File: config.mk
export PLATFORM = sky130hd
export DESIGN_NAME = cache_ctrl_flat
export DESIGN_NICKNAME = d
export VERILOG_FILES = /design/src/rtl/cache_pkg.sv /design/src/rtl/cache_ctrl_if.sv /design/src/rtl/cache_ctrl_array.sv /design/src/rtl/cache_ctrl.sv /design/src/flat_wrapper.sv
export SDC_FILE = /design/constraint.sdc
export NUM_CORES = 2
export LEC_CHECK = 0
export BUFFER_PORTS_ARGS = -buffer_cell sky130_fd_sc_hd__buf_2
export CAP_MARGIN = 20
export CORE_ASPECT_RATIO = 1.2
export CORE_MARGIN = 2
export CORE_UTILIZATION = 35
export CTS_BUF_LIST = sky130_fd_sc_hd__clkbuf_4
export CTS_CLUSTER_DIAMETER = 120
export DETAILED_ROUTE_END_ITERATION = 10
export GPL_TIMING_DRIVEN = 0
export HOLD_SLACK_MARGIN = 0.08
export SLEW_MARGIN = 20
export SYNTH_ARGS = -nofsm -noshare
export SYNTH_HDL_FRONTEND = slang
export SYNTH_SLANG_ARGS = --single-unit
File: constraint.sdc
create_clock -name clk -period 8.8 [get_ports clk]
set_clock_uncertainty 0.2 [all_clocks]
set_input_delay 0.44 -clock clk [delete_from_list [all_inputs] [get_ports clk]]
set_output_delay 0.44 -clock clk [all_outputs]
set_load 0.03 [all_outputs]
File: src/rtl/cache_pkg.sv
// cache_pkg: shared FSM state encoding and geometry helpers for the cache controller.
package cache_pkg;

    typedef enum logic [2:0] {
        CC_FLUSH   = 3'd0,
        CC_IDLE    = 3'd1,
        CC_LOOKUP  = 3'd2,
        CC_MEMREQ  = 3'd3,
        CC_MEMWAIT = 3'd4,
        CC_RESP    = 3'd5
    } cc_state_e;

    // Number of lines in a direct-mapped array indexed by indexw bits.
    function automatic int num_lines(input int indexw);
        return 1 << indexw;
    endfunction

    // Tag bits left over once the index is taken from a word address.
    function automatic int tag_width(input int aw, input int indexw);
        return aw - indexw;
    endfunction

endpackage

File: src/rtl/cache_ctrl_if.sv
// cache_ctrl_if: CPU request/response and memory request/response bundle.
// master = CPU plus memory side (the environment), slave = the cache controller.
interface cache_ctrl_if #(
    parameter int AW = 10,
    parameter int DW = 32
);
    logic          cpu_req_valid;
    logic          cpu_req_ready;
    logic          cpu_req_write;
    logic [AW-1:0] cpu_req_addr;
    logic [DW-1:0] cpu_req_wdata;
    logic          cpu_resp_valid;
    logic [DW-1:0] cpu_resp_rdata;
    logic          cpu_resp_hit;
    logic          mem_req_valid;
    logic          mem_req_ready;
    logic          mem_req_write;
    logic [AW-1:0] mem_req_addr;
    logic [DW-1:0] mem_req_wdata;
    logic          mem_resp_valid;
    logic [DW-1:0] mem_resp_rdata;

    modport master (
        output cpu_req_valid, cpu_req_write, cpu_req_addr, cpu_req_wdata,
        input  cpu_req_ready, cpu_resp_valid, cpu_resp_rdata, cpu_resp_hit,
        input  mem_req_valid, mem_req_write, mem_req_addr, mem_req_wdata,
        output mem_req_ready, mem_resp_valid, mem_resp_rdata
    );

    modport slave (
        input  cpu_req_valid, cpu_req_write, cpu_req_addr, cpu_req_wdata,
        output cpu_req_ready, cpu_resp_valid, cpu_resp_rdata, cpu_resp_hit,
        output mem_req_valid, mem_req_write, mem_req_addr, mem_req_wdata,
        input  mem_req_ready, mem_resp_valid, mem_resp_rdata
    );
endinterface

File: src/rtl/cache_ctrl_array.sv
// cache_ctrl_array: data/tag storage with a 1-cycle synchronous read, one write
// port, and per-line valid bits kept in flops so the FLUSH walk can clear them.
module cache_ctrl_array
    import cache_pkg::*;
#(
    parameter int DW     = 32,
    parameter int INDEXW = 6,
    parameter int TW     = 4
) (
    input  logic              clk,
    input  logic              rd_en_i,
    input  logic [INDEXW-1:0] rd_idx_i,
    output logic [DW-1:0]     rd_data_o,
    output logic [TW-1:0]     rd_tag_o,
    output logic              rd_valid_o,
    input  logic              wr_en_i,
    input  logic [INDEXW-1:0] wr_idx_i,
    input  logic [TW-1:0]     wr_tag_i,
    input  logic [DW-1:0]     wr_data_i,
    input  logic              clr_en_i,
    input  logic [INDEXW-1:0] clr_idx_i
);
    localparam int NUM_LINES = num_lines(INDEXW);

    logic [DW-1:0]        data_mem [NUM_LINES];
    logic [TW-1:0]        tag_mem  [NUM_LINES];
    logic [NUM_LINES-1:0] valid_q;
    logic [DW-1:0]        rd_data_q;
    logic [TW-1:0]        rd_tag_q;
    logic                 rd_valid_q;

    // Line write on refill/allocate, registered read for lookup.
    // NOTE: data/tag storage has no reset; a line is only trusted once its valid
    // bit is set, and the post-reset FLUSH walk clears every valid bit first.
    always_ff @(posedge clk) begin
        if (wr_en_i) begin
            data_mem[wr_idx_i] <= wr_data_i;
            tag_mem[wr_idx_i]  <= wr_tag_i;
        end
        if (rd_en_i) begin
            rd_data_q  <= data_mem[rd_idx_i];
            rd_tag_q   <= tag_mem[rd_idx_i];
            rd_valid_q <= valid_q[rd_idx_i];
        end
    end

    // Valid bits: cleared by the FLUSH walk, set by any line write.
    always_ff @(posedge clk) begin
        if (clr_en_i) begin
            valid_q[clr_idx_i] <= 1'b0;
        end else if (wr_en_i) begin
            valid_q[wr_idx_i] <= 1'b1;
        end
    end

    assign rd_data_o  = rd_data_q;
    assign rd_tag_o   = rd_tag_q;
    assign rd_valid_o = rd_valid_q;

endmodule

File: src/rtl/cache_ctrl.sv
// cache_ctrl: sequencing FSM for a direct-mapped, one-word-per-line, write-through
// cache. Optional hit/miss statistics counters are built when CACHE_CTRL_STATS_EN
// is defined.
module cache_ctrl
    import cache_pkg::*;
#(
    parameter int AW     = 10,
    parameter int DW     = 32,
    parameter int INDEXW = 6,
    parameter int CW     = 32
) (
    input  logic         clk,
    input  logic         rst,
    cache_ctrl_if.slave  bus,
    input  logic         flush,
    output logic         flush_done
`ifdef CACHE_CTRL_STATS_EN
    ,
    output logic [CW-1:0] stat_hits,
    output logic [CW-1:0] stat_misses
`endif
);
    localparam int NUM_LINES = num_lines(INDEXW);
    localparam int TW        = tag_width(AW, INDEXW);
    localparam logic [INDEXW:0] LAST_FIDX = (INDEXW + 1)'(NUM_LINES - 1);

    cc_state_e       state_q, state_d;
    logic [INDEXW:0] fidx_q, fidx_d;
    logic [AW-1:0]   addr_q, addr_d;
    logic [DW-1:0]   wdata_q, wdata_d;
    logic [DW-1:0]   rdata_q, rdata_d;
    logic            write_q, write_d;
    logic            hit_q, hit_d;

    logic            arr_rd_en;
    logic [DW-1:0]   arr_rd_data;
    logic [TW-1:0]   arr_rd_tag;
    logic            arr_rd_valid;
    logic            arr_wr_en;
    logic [DW-1:0]   arr_wr_data;
    logic            arr_clr_en;
    logic            lookup_hit;

    cache_ctrl_array #(
        .DW     (DW),
        .INDEXW (INDEXW),
        .TW     (TW)
    ) u_array (
        .clk        (clk),
        .rd_en_i    (arr_rd_en),
        .rd_idx_i   (bus.cpu_req_addr[INDEXW-1:0]),
        .rd_data_o  (arr_rd_data),
        .rd_tag_o   (arr_rd_tag),
        .rd_valid_o (arr_rd_valid),
        .wr_en_i    (arr_wr_en),
        .wr_idx_i   (addr_q[INDEXW-1:0]),
        .wr_tag_i   (addr_q[AW-1:INDEXW]),
        .wr_data_i  (arr_wr_data),
        .clr_en_i   (arr_clr_en),
        .clr_idx_i  (fidx_q[INDEXW-1:0])
    );

    assign lookup_hit = arr_rd_valid && (arr_rd_tag == addr_q[AW-1:INDEXW]);

    // State and request registers; reset aborts any in-flight operation.
    // NOTE: sequential state uses non-blocking assignments so every flop samples
    // pre-edge values regardless of process ordering.
    always_ff @(posedge clk) begin
        if (rst) begin
            state_q <= CC_FLUSH;
            fidx_q  <= '0;
            addr_q  <= '0;
            wdata_q <= '0;
            rdata_q <= '0;
            write_q <= 1'b0;
            hit_q   <= 1'b0;
        end else begin
            state_q <= state_d;
            fidx_q  <= fidx_d;
            addr_q  <= addr_d;
            wdata_q <= wdata_d;
            rdata_q <= rdata_d;
            write_q <= write_d;
            hit_q   <= hit_d;
        end
    end

    // Next-state, array control and bus outputs.
    always_comb begin
        // NOTE: every signal gets a default first so no path infers a latch.
        state_d             = state_q;
        fidx_d              = fidx_q;
        addr_d              = addr_q;
        wdata_d             = wdata_q;
        rdata_d             = rdata_q;
        write_d             = write_q;
        hit_d               = hit_q;
        arr_rd_en           = 1'b0;
        arr_wr_en           = 1'b0;
        arr_wr_data         = wdata_q;
        arr_clr_en          = 1'b0;
        flush_done          = 1'b0;
        bus.cpu_req_ready   = 1'b0;
        bus.cpu_resp_valid  = 1'b0;
        bus.cpu_resp_rdata  = '0;
        bus.cpu_resp_hit    = 1'b0;
        bus.mem_req_valid   = 1'b0;
        bus.mem_req_write   = 1'b0;
        bus.mem_req_addr    = '0;
        bus.mem_req_wdata   = '0;

        unique case (state_q)
            CC_FLUSH: begin
                arr_clr_en = 1'b1;
                if (fidx_q == LAST_FIDX) begin
                    flush_done = 1'b1;
                    fidx_d     = '0;
                    state_d    = CC_IDLE;
                end else begin
                    fidx_d = fidx_q + 1'b1;
                end
            end
            CC_IDLE: begin
                bus.cpu_req_ready = !flush;
                if (flush) begin
                    fidx_d  = '0;
                    state_d = CC_FLUSH;
                end else if (bus.cpu_req_valid) begin
                    addr_d    = bus.cpu_req_addr;
                    wdata_d   = bus.cpu_req_wdata;
                    write_d   = bus.cpu_req_write;
                    arr_rd_en = 1'b1;
                    state_d   = CC_LOOKUP;
                end
            end
            CC_LOOKUP: begin
                hit_d = lookup_hit;
                if (!write_q && lookup_hit) begin
                    rdata_d = arr_rd_data;
                    state_d = CC_RESP;
                end else begin
                    rdata_d = '0;
                    state_d = CC_MEMREQ;
                end
            end
            CC_MEMREQ: begin
                bus.mem_req_valid = 1'b1;
                bus.mem_req_write = write_q;
                bus.mem_req_addr  = addr_q;
                bus.mem_req_wdata = wdata_q;
                if (bus.mem_req_ready) begin
                    state_d = CC_MEMWAIT;
                end
            end
            CC_MEMWAIT: begin
                if (bus.mem_resp_valid) begin
                    // Writes allocate with their own data; reads refill from memory.
                    arr_wr_en   = 1'b1;
                    arr_wr_data = write_q ? wdata_q : bus.mem_resp_rdata;
                    rdata_d     = write_q ? '0 : bus.mem_resp_rdata;
                    state_d     = CC_RESP;
                end
            end
            CC_RESP: begin
                bus.cpu_resp_valid = 1'b1;
                bus.cpu_resp_rdata = rdata_q;
                bus.cpu_resp_hit   = hit_q;
                state_d            = CC_IDLE;
            end
            default: begin
                state_d = CC_FLUSH;
                fidx_d  = '0;
            end
        endcase
    end

`ifdef CACHE_CTRL_STATS_EN
    logic [CW-1:0] stat_hits_q;
    logic [CW-1:0] stat_misses_q;

    // Saturating hit/miss counters; one of them steps per response, flush leaves them alone.
    always_ff @(posedge clk) begin
        if (rst) begin
            stat_hits_q   <= '0;
            stat_misses_q <= '0;
        end else if (state_q == CC_RESP) begin
            if (hit_q) begin
                if (stat_hits_q != '1) stat_hits_q <= stat_hits_q + 1'b1;
            end else begin
                if (stat_misses_q != '1) stat_misses_q <= stat_misses_q + 1'b1;
            end
        end
    end

    assign stat_hits   = stat_hits_q;
    assign stat_misses = stat_misses_q;
`endif

endmodule
File: src/flat_wrapper.sv
// flat-port wrapper written by rule: the top's interface ports become plain ports
module cache_ctrl_flat import cache_pkg::*;
#(
    parameter int AW     = 10,
    parameter int DW     = 32,
    parameter int INDEXW = 6,
    parameter int CW     = 32
)
  (clk, rst, flush, flush_done, bus_cpu_req_valid, bus_cpu_req_write, bus_cpu_req_addr, bus_cpu_req_wdata, bus_cpu_req_ready, bus_cpu_resp_valid, bus_cpu_resp_rdata, bus_cpu_resp_hit, bus_mem_req_valid, bus_mem_req_write, bus_mem_req_addr, bus_mem_req_wdata, bus_mem_req_ready, bus_mem_resp_valid, bus_mem_resp_rdata);
  cache_ctrl_if #(.AW(AW), .DW(DW)) bus_i ();
  input  logic clk;
  input  logic rst;
  input  logic flush;
  output logic flush_done;
  input wire logic [$bits(bus_i.cpu_req_valid)-1:0] bus_cpu_req_valid;
  input wire logic [$bits(bus_i.cpu_req_write)-1:0] bus_cpu_req_write;
  input wire logic [$bits(bus_i.cpu_req_addr)-1:0] bus_cpu_req_addr;
  input wire logic [$bits(bus_i.cpu_req_wdata)-1:0] bus_cpu_req_wdata;
  output wire logic [$bits(bus_i.cpu_req_ready)-1:0] bus_cpu_req_ready;
  output wire logic [$bits(bus_i.cpu_resp_valid)-1:0] bus_cpu_resp_valid;
  output wire logic [$bits(bus_i.cpu_resp_rdata)-1:0] bus_cpu_resp_rdata;
  output wire logic [$bits(bus_i.cpu_resp_hit)-1:0] bus_cpu_resp_hit;
  output wire logic [$bits(bus_i.mem_req_valid)-1:0] bus_mem_req_valid;
  output wire logic [$bits(bus_i.mem_req_write)-1:0] bus_mem_req_write;
  output wire logic [$bits(bus_i.mem_req_addr)-1:0] bus_mem_req_addr;
  output wire logic [$bits(bus_i.mem_req_wdata)-1:0] bus_mem_req_wdata;
  input wire logic [$bits(bus_i.mem_req_ready)-1:0] bus_mem_req_ready;
  input wire logic [$bits(bus_i.mem_resp_valid)-1:0] bus_mem_resp_valid;
  input wire logic [$bits(bus_i.mem_resp_rdata)-1:0] bus_mem_resp_rdata;
  assign bus_i.cpu_req_valid = bus_cpu_req_valid;
  assign bus_i.cpu_req_write = bus_cpu_req_write;
  assign bus_i.cpu_req_addr = bus_cpu_req_addr;
  assign bus_i.cpu_req_wdata = bus_cpu_req_wdata;
  assign bus_cpu_req_ready = bus_i.cpu_req_ready;
  assign bus_cpu_resp_valid = bus_i.cpu_resp_valid;
  assign bus_cpu_resp_rdata = bus_i.cpu_resp_rdata;
  assign bus_cpu_resp_hit = bus_i.cpu_resp_hit;
  assign bus_mem_req_valid = bus_i.mem_req_valid;
  assign bus_mem_req_write = bus_i.mem_req_write;
  assign bus_mem_req_addr = bus_i.mem_req_addr;
  assign bus_mem_req_wdata = bus_i.mem_req_wdata;
  assign bus_i.mem_req_ready = bus_mem_req_ready;
  assign bus_i.mem_resp_valid = bus_mem_resp_valid;
  assign bus_i.mem_resp_rdata = bus_mem_resp_rdata;
  cache_ctrl #(.AW(AW), .DW(DW), .INDEXW(INDEXW), .CW(CW)) u_core (.clk(clk), .rst(rst), .bus(bus_i), .flush(flush), .flush_done(flush_done));
endmodule
---- Yosys cells after proc, flatten, opt, wreduce, memory -nomap -nowiden ----
Memories as Yosys holds them, arrays and structs flattened. A register that Yosys moved wholly into a read port is not among the register bits.
Index checks and enable logic that the tools add are counted.
storage, ports and cells
  register bits after elaboration ......... 151
  output and inout port bits .............. 80
  input port bits ......................... 81
  logic and storage cells ................. 91
  memories ................................ 2
  memory bits (writable) .................. 2304
memories
  memory                   depth  width  rd ports  clocked after Yosys merged registers in  wr ports  RTL line                text
  u_core.u_array.data_mem  64     32     1         1                                        1         cache_ctrl_array.sv:25  logic [DW-1:0] data_mem [NUM_LINES];
  u_core.u_array.tag_mem   64     4      1         1                                        1         cache_ctrl_array.sv:26  logic [TW-1:0] tag_mem [NUM_LINES];
operators by class
  $lt $le $gt $ge ......................... 5
  bitwise logic cells ..................... 5
  multiplexer cells ....................... 43
  reduce and logical (&&, ||, !) cells .... 14
  add/subtract/negate cells ............... 1
  equality and inequality tests ........... 12
operator list
  cell                                                                           count
  32-bit 2-to-1 mux                                                              8
  64-bit 2-to-1 mux                                                              2
  64-bit bitwise AND                                                             1
  64-bit NOT                                                                     1
  64-bit OR                                                                      1
  32-bit case mux with 2 select lines                                            1
  6-bit by 7-bit less-than comparator with 1-bit output (second input constant)  3
  7-bit case mux with 3 select lines                                             1
  1-bit 2-to-1 mux                                                               18
  3-bit 2-to-1 mux                                                               6
  3-bit case mux with 6 select lines                                             1
  7-bit 2-to-1 mux                                                               2
  1-bit demux with 6-bit select                                                  2
  6-bit by 1-bit >= comparator with 1-bit output (second input constant)         2
  10-bit 2-to-1 mux                                                              1
  7-bit by 1-bit adder with 7-bit output (second input constant)                 1
  7-bit by 6-bit equality test with 1-bit output (second input constant)         1
  1-bit binary-select mux with 6-bit select                                      1
  3-bit by 2-bit equality test with 1-bit output (second input constant)         2
  3-bit equality test (second input constant)                                    2
  2-bit inequality test (second input constant)                                  3
  4-bit equality test                                                            1
  1-bit logical AND                                                              4
  2-bit AND reduction                                                            2
  10 further kinds                                                               13

---- Longest topological paths before layout ----
  word-level depth ........................ 7
  gate-level depth with buffers ........... 11
  gate-level depth less buffers ........... 6

---- Cells and area by module ----
Synthesis repeated with hierarchy kept, for this count alone.
unflattened totals
  cell total of the unflattened synthesis .. 4733
  area, all modules ....................... 96729.0 um^2
modules (own cells, without submodules)
  module            cells each  times used  area each (um^2)
  cache_ctrl_array  4145        1           92079.6
  cache_ctrl        588         1           4649.5

---- Worst setup path after synthesis ----
No wires, ideal clock.
  kind .................................... reg-to-reg
  start point ............................. register u_core.state_q[0]
  end point ............................... register u_core.u_array.valid_q[0], enable pin
  path buffers ............................ 1
  stages on the path, launching flop included .. 4
  data required time ...................... 8.017 ns
  data arrival time ....................... 5.233 ns
  setup slack ............................. 2.784 ns
  period minus slack after synthesis ...... 6.016 ns
  library setup time ...................... 0.583 ns
  cells stage by stage .................... dfxtp_1 buf_2 nor2_1 a21boi_0
between the ends
  cells in the longest elaborated chain, start to end .. 3
  elaborated cells between the ends (all ways) .. 5
ends and longest elaborated chain
  item                                                      RTL line                text
  start, declared                                           cache_ctrl.sv:27        cc_state_e state_q, state_d;
  start signal, assigned                                    cache_ctrl.sv:78        state_q <= state_d;
  3-bit equality test or 3-bit logical NOT (tied branches)  cache_ctrl.sv:112       unique case (state_q)
  1-bit 2-to-1 mux                                          cache_ctrl.sv:112
  2-bit nonzero test (no source line) (*)                   --
  end signal, assigned by index                             cache_ctrl_array.sv:50  valid_q[clr_idx_i] <= 1'b0;
  end signal, assigned by index                             cache_ctrl_array.sv:52  valid_q[wr_idx_i] <= 1'b1;
  end, declared                                             cache_ctrl_array.sv:27  logic [NUM_LINES-1:0] valid_q;
Every way passes the cells marked *; elsewhere a longest branch is shown, timed or not.
A chain may end at the register's enable or synchronous reset.

---- Worst setup path after layout ----
  start point ............................. register u_core.state_q[2]
  end point ............................... memory u_core.u_array.data_mem[28][7], enable pin
between the ends
  cells in the longest elaborated chain, start to end .. 4
ends and longest elaborated chain
  item                                    RTL line                text
  3-bit equality test                     cache_ctrl.sv:112
  1-bit 2-to-1 mux                        cache_ctrl.sv:112
  1-bit 2-to-1 mux                        cache_ctrl_array.sv:36  if (wr_en_i) begin
  1-bit 2-to-1 mux (implied by the code)  cache_ctrl_array.sv:37  data_mem[wr_idx_i] <= wr_data_i;
  end, declared                           cache_ctrl_array.sv:25
Every way passes these cells.

==> results.ini <==
[run_status]
outcome = finished, final reports clean

[timing]
worst_pin_slew_ps = 1239
relSlewSlack = 0.1740
drv_slew = 0
fin_tns_setup_ps = 0
whs_ps = 183.7
hold_viol = 0
fin_crit_sh = 0.4962
fmax_mhz = 229.0
setup_viol = 0
grt_setup_unrepaired = false
min_period_ps = 4366

[power_and_ir_drop]
vdd_drop_max_uv = 109.5
leakage_nw = 33.54
power.density_nw_per_um2 = 196.6

[clock_network]
clockBufferDepth = 4
cts_sinks = 2491
hold_buffers = 250
cts_resized = 0
cts_tree = done
clk_pin_slew_worst_paths_ps = 80
post_cts.repair.setup_buffers = 0
cts_root_buffer = clkbuf_4
cts_max_level = 6
clk_latency_ps = 1270
cts_buffers = 606

[detailed_routing]
viasPerCell = 5.554
detail-route-antenna-nets = 0
routed_wl_um = 304000
drt_iter0_drc = 6197
drc = 0
dr.pass1.iters = 6
vias = 55569
drt-wirelength-per-cell_um = 30.38

[die]
fp.dieW_um = 484.0
rows = 211
start_util = 0.3517
boundaryPins = 161
die_y_um = 580.0
die_area_um2 = 280700
coreArea_um2 = 275100

[synthesis]
seq_area_frac_synth = 0.7642
synth_fp_nets = 4867
synth_common_cells = 2405 x edfxtp_1, 496 x mux4_2, 223 x a21oi_1
synth_area_leaders = edfxtp_1 75%, mux4_2 12%, mux2i_1 2.2%, dfxtp_1 1.8%, mux2_2 1.2%
synthFlopType = edfxtp_1
synth_cell_types = 61
avgSynthCellArea_um2 = 20.22
synth-seq-cells = 2491
synth_edf_count = 2405
yosys_warnings = 0
synth_top_area_frac = 0.7464
synth_top_area_cell = edfxtp_1
mappedNetlistArea_um2 = 96750
synth.most_common_cell = edfxtp_1
synth_cells = 4785
async_flop_share = 0

[finish]
layout.area.seq_um2 = 73960
multiInputGateArea_um2 = 22050
post-route-util = 0.4233
drive_gt1_frac = 0.3278
fillers = 23983
final_net_count = 6036
area_growth_pct = 20.35

[global_route]
antenna_found_initial = 32
grt_max_degree = 67
grt.total_usage = 0.2111
grt_pass1_vias = 56842
overflow = 0
grt_pass1_wl_um = 420800

[critical_path]
required_ps = 9510
critPathCaptureType = flip-flop
start_kind = flip-flop
arrival_ps = 5070
critPathMaxFanout = 14
path_class = flip-flop to flip-flop

[place]
port_buffers = 156
place_hpwl_um = 206100
gp_congestion = 0.9310

[job]
drv_cap = 0

[hold_path]
hp-class = input pin to flip-flop

-- metrics by stage --
stage | worst slack [ps] | power, W | instances | area (um2)
5_1_grt | 4320 | 0.02362 | 9995 | 116400
3_5_place_dp | 4253 | 0.01375 | 8717 | 106500
4_1_cts | 4533 | 0.02305 | 9988 | 116400
6_report | 4434 | 0.02289 | 10005 | 116400
3_3_place_gp | 614.1 | 0.01374 | 8562 | 102100
2_1_floorplan | 2784 | 0.01344 | 4785 | 96750
-- registers in the layout (all words and copies together), names as in the netlist --
name,cells
u_core.u_array.rd_valid_o,1
u_core.u_array.rd_data_o,32
u_core.u_array.rd_tag_o,4
u_core.write_q,1
u_core.addr_q,10
u_core.u_array.data_mem,2048
u_core.u_array.tag_mem,256
u_core.wdata_q,32
u_core.state_q,3
u_core.fidx_q,7
u_core.u_array.valid_q,64
u_core.rdata_q,32
u_core.hit_q,1
-- final timing paths --
kind	cells after the start	to	startpoint	slack, ps
worst min-delay path	4	u_core.u_array.valid_q[18]	bus_mem_resp_valid	180
worst max register to register	8	u_core.u_array.data_mem[28][7]	u_core.state_q[2]	4430
worst max-delay path	8	u_core.u_array.data_mem[28][7]	u_core.state_q[2]	4430
worst min register to register	2	u_core.hit_q	u_core.hit_q	310
-- power by group --
| part | switching, W | internal [W] |
|---|---|---|
| sequential | 0.00000628 | 0.0128 |
| clock | 0.00454 | 0.00480 |
| combinational | 0.000487 | 0.000253 |
| total | 0.00503 | 0.0179 |
-- critical path: stages, from the launching register on --
cell	delay, ps
dfxtp_1	330
buf_2	250
nor3b_1	490
nand2_1	110
nor2_1	510
nand3_1	800
nor2_4	840
buf_16	250
buf_16	170
-- layout by cell type (no fill, tap or decap), types with 12 or more instances in the layout --
master / count
a22oi_1: 65
a21oi_1: 223
mux4_2: 496
clkbuf_1: 126
diode_2: 17
nor2b_1: 14
nor3_1: 41
o221ai_1: 39
buf_4: 67
nor4_2: 21
and3_1: 87
a2bb2oi_1: 13
nor2_1: 75
nand3_1: 12
buf_1: 19
o211ai_1: 13
buf_12: 36
clkinv_1: 111
nand2_1: 164
o21ai_0: 34
o22ai_1: 116
dlygate4sd3_1: 250
clkbuf_4: 869
edfxtp_1: 2405
inv_2: 17
buf_2: 243
a221oi_1: 40
buf_16: 99
a211o_1: 13
mux2i_1: 209
mux2_4: 32
nand2b_1: 19
mux2_2: 74
nor2_4: 64
dfxtp_1: 82
and2_1: 14
-- cell families after synthesis --
| kind of cell | count (synthesis) | share of synthesized area |
|---|---|---|
| flops | 2491 | 0.7642 |
| mux | 811 | 0.1494 |
| compound gates | 613 | 0.04143 |
| simple gates | 556 | 0.02797 |
| buf+inv | 304 | 0.01602 |
| xor+xnor | 9 | 0.0008146 |
| fa+ha+maj | 1 | 0.0001293 |
-- cell type report --
cell class,count,share of cell area
diodes,17,0.0003653
plain buffers,301,0.01327
clock buffers,867,0.05590
clock inverters,154,0.007715
inverters,3,0.00009671
multi-input cells,1990,0.1894
flip-flops and latches,2491,0.6351
well taps,3621,0.03891
repair buffers,561,0.05925
-- per-layer routing --
layer | global-route usage | vias to the layer above | wire length [um]
met1 | 0.2478 | 28825 | 108000
met4 | 0.1308 | 6 | 20130
met5 | 0 | - | 41
met3 | 0.04678 | 737 | 26780
li1 | - | 22720 | -
met2 | 0.3527 | 3281 | 149000
Note: power is estimated with default switching activity, not from simulation.
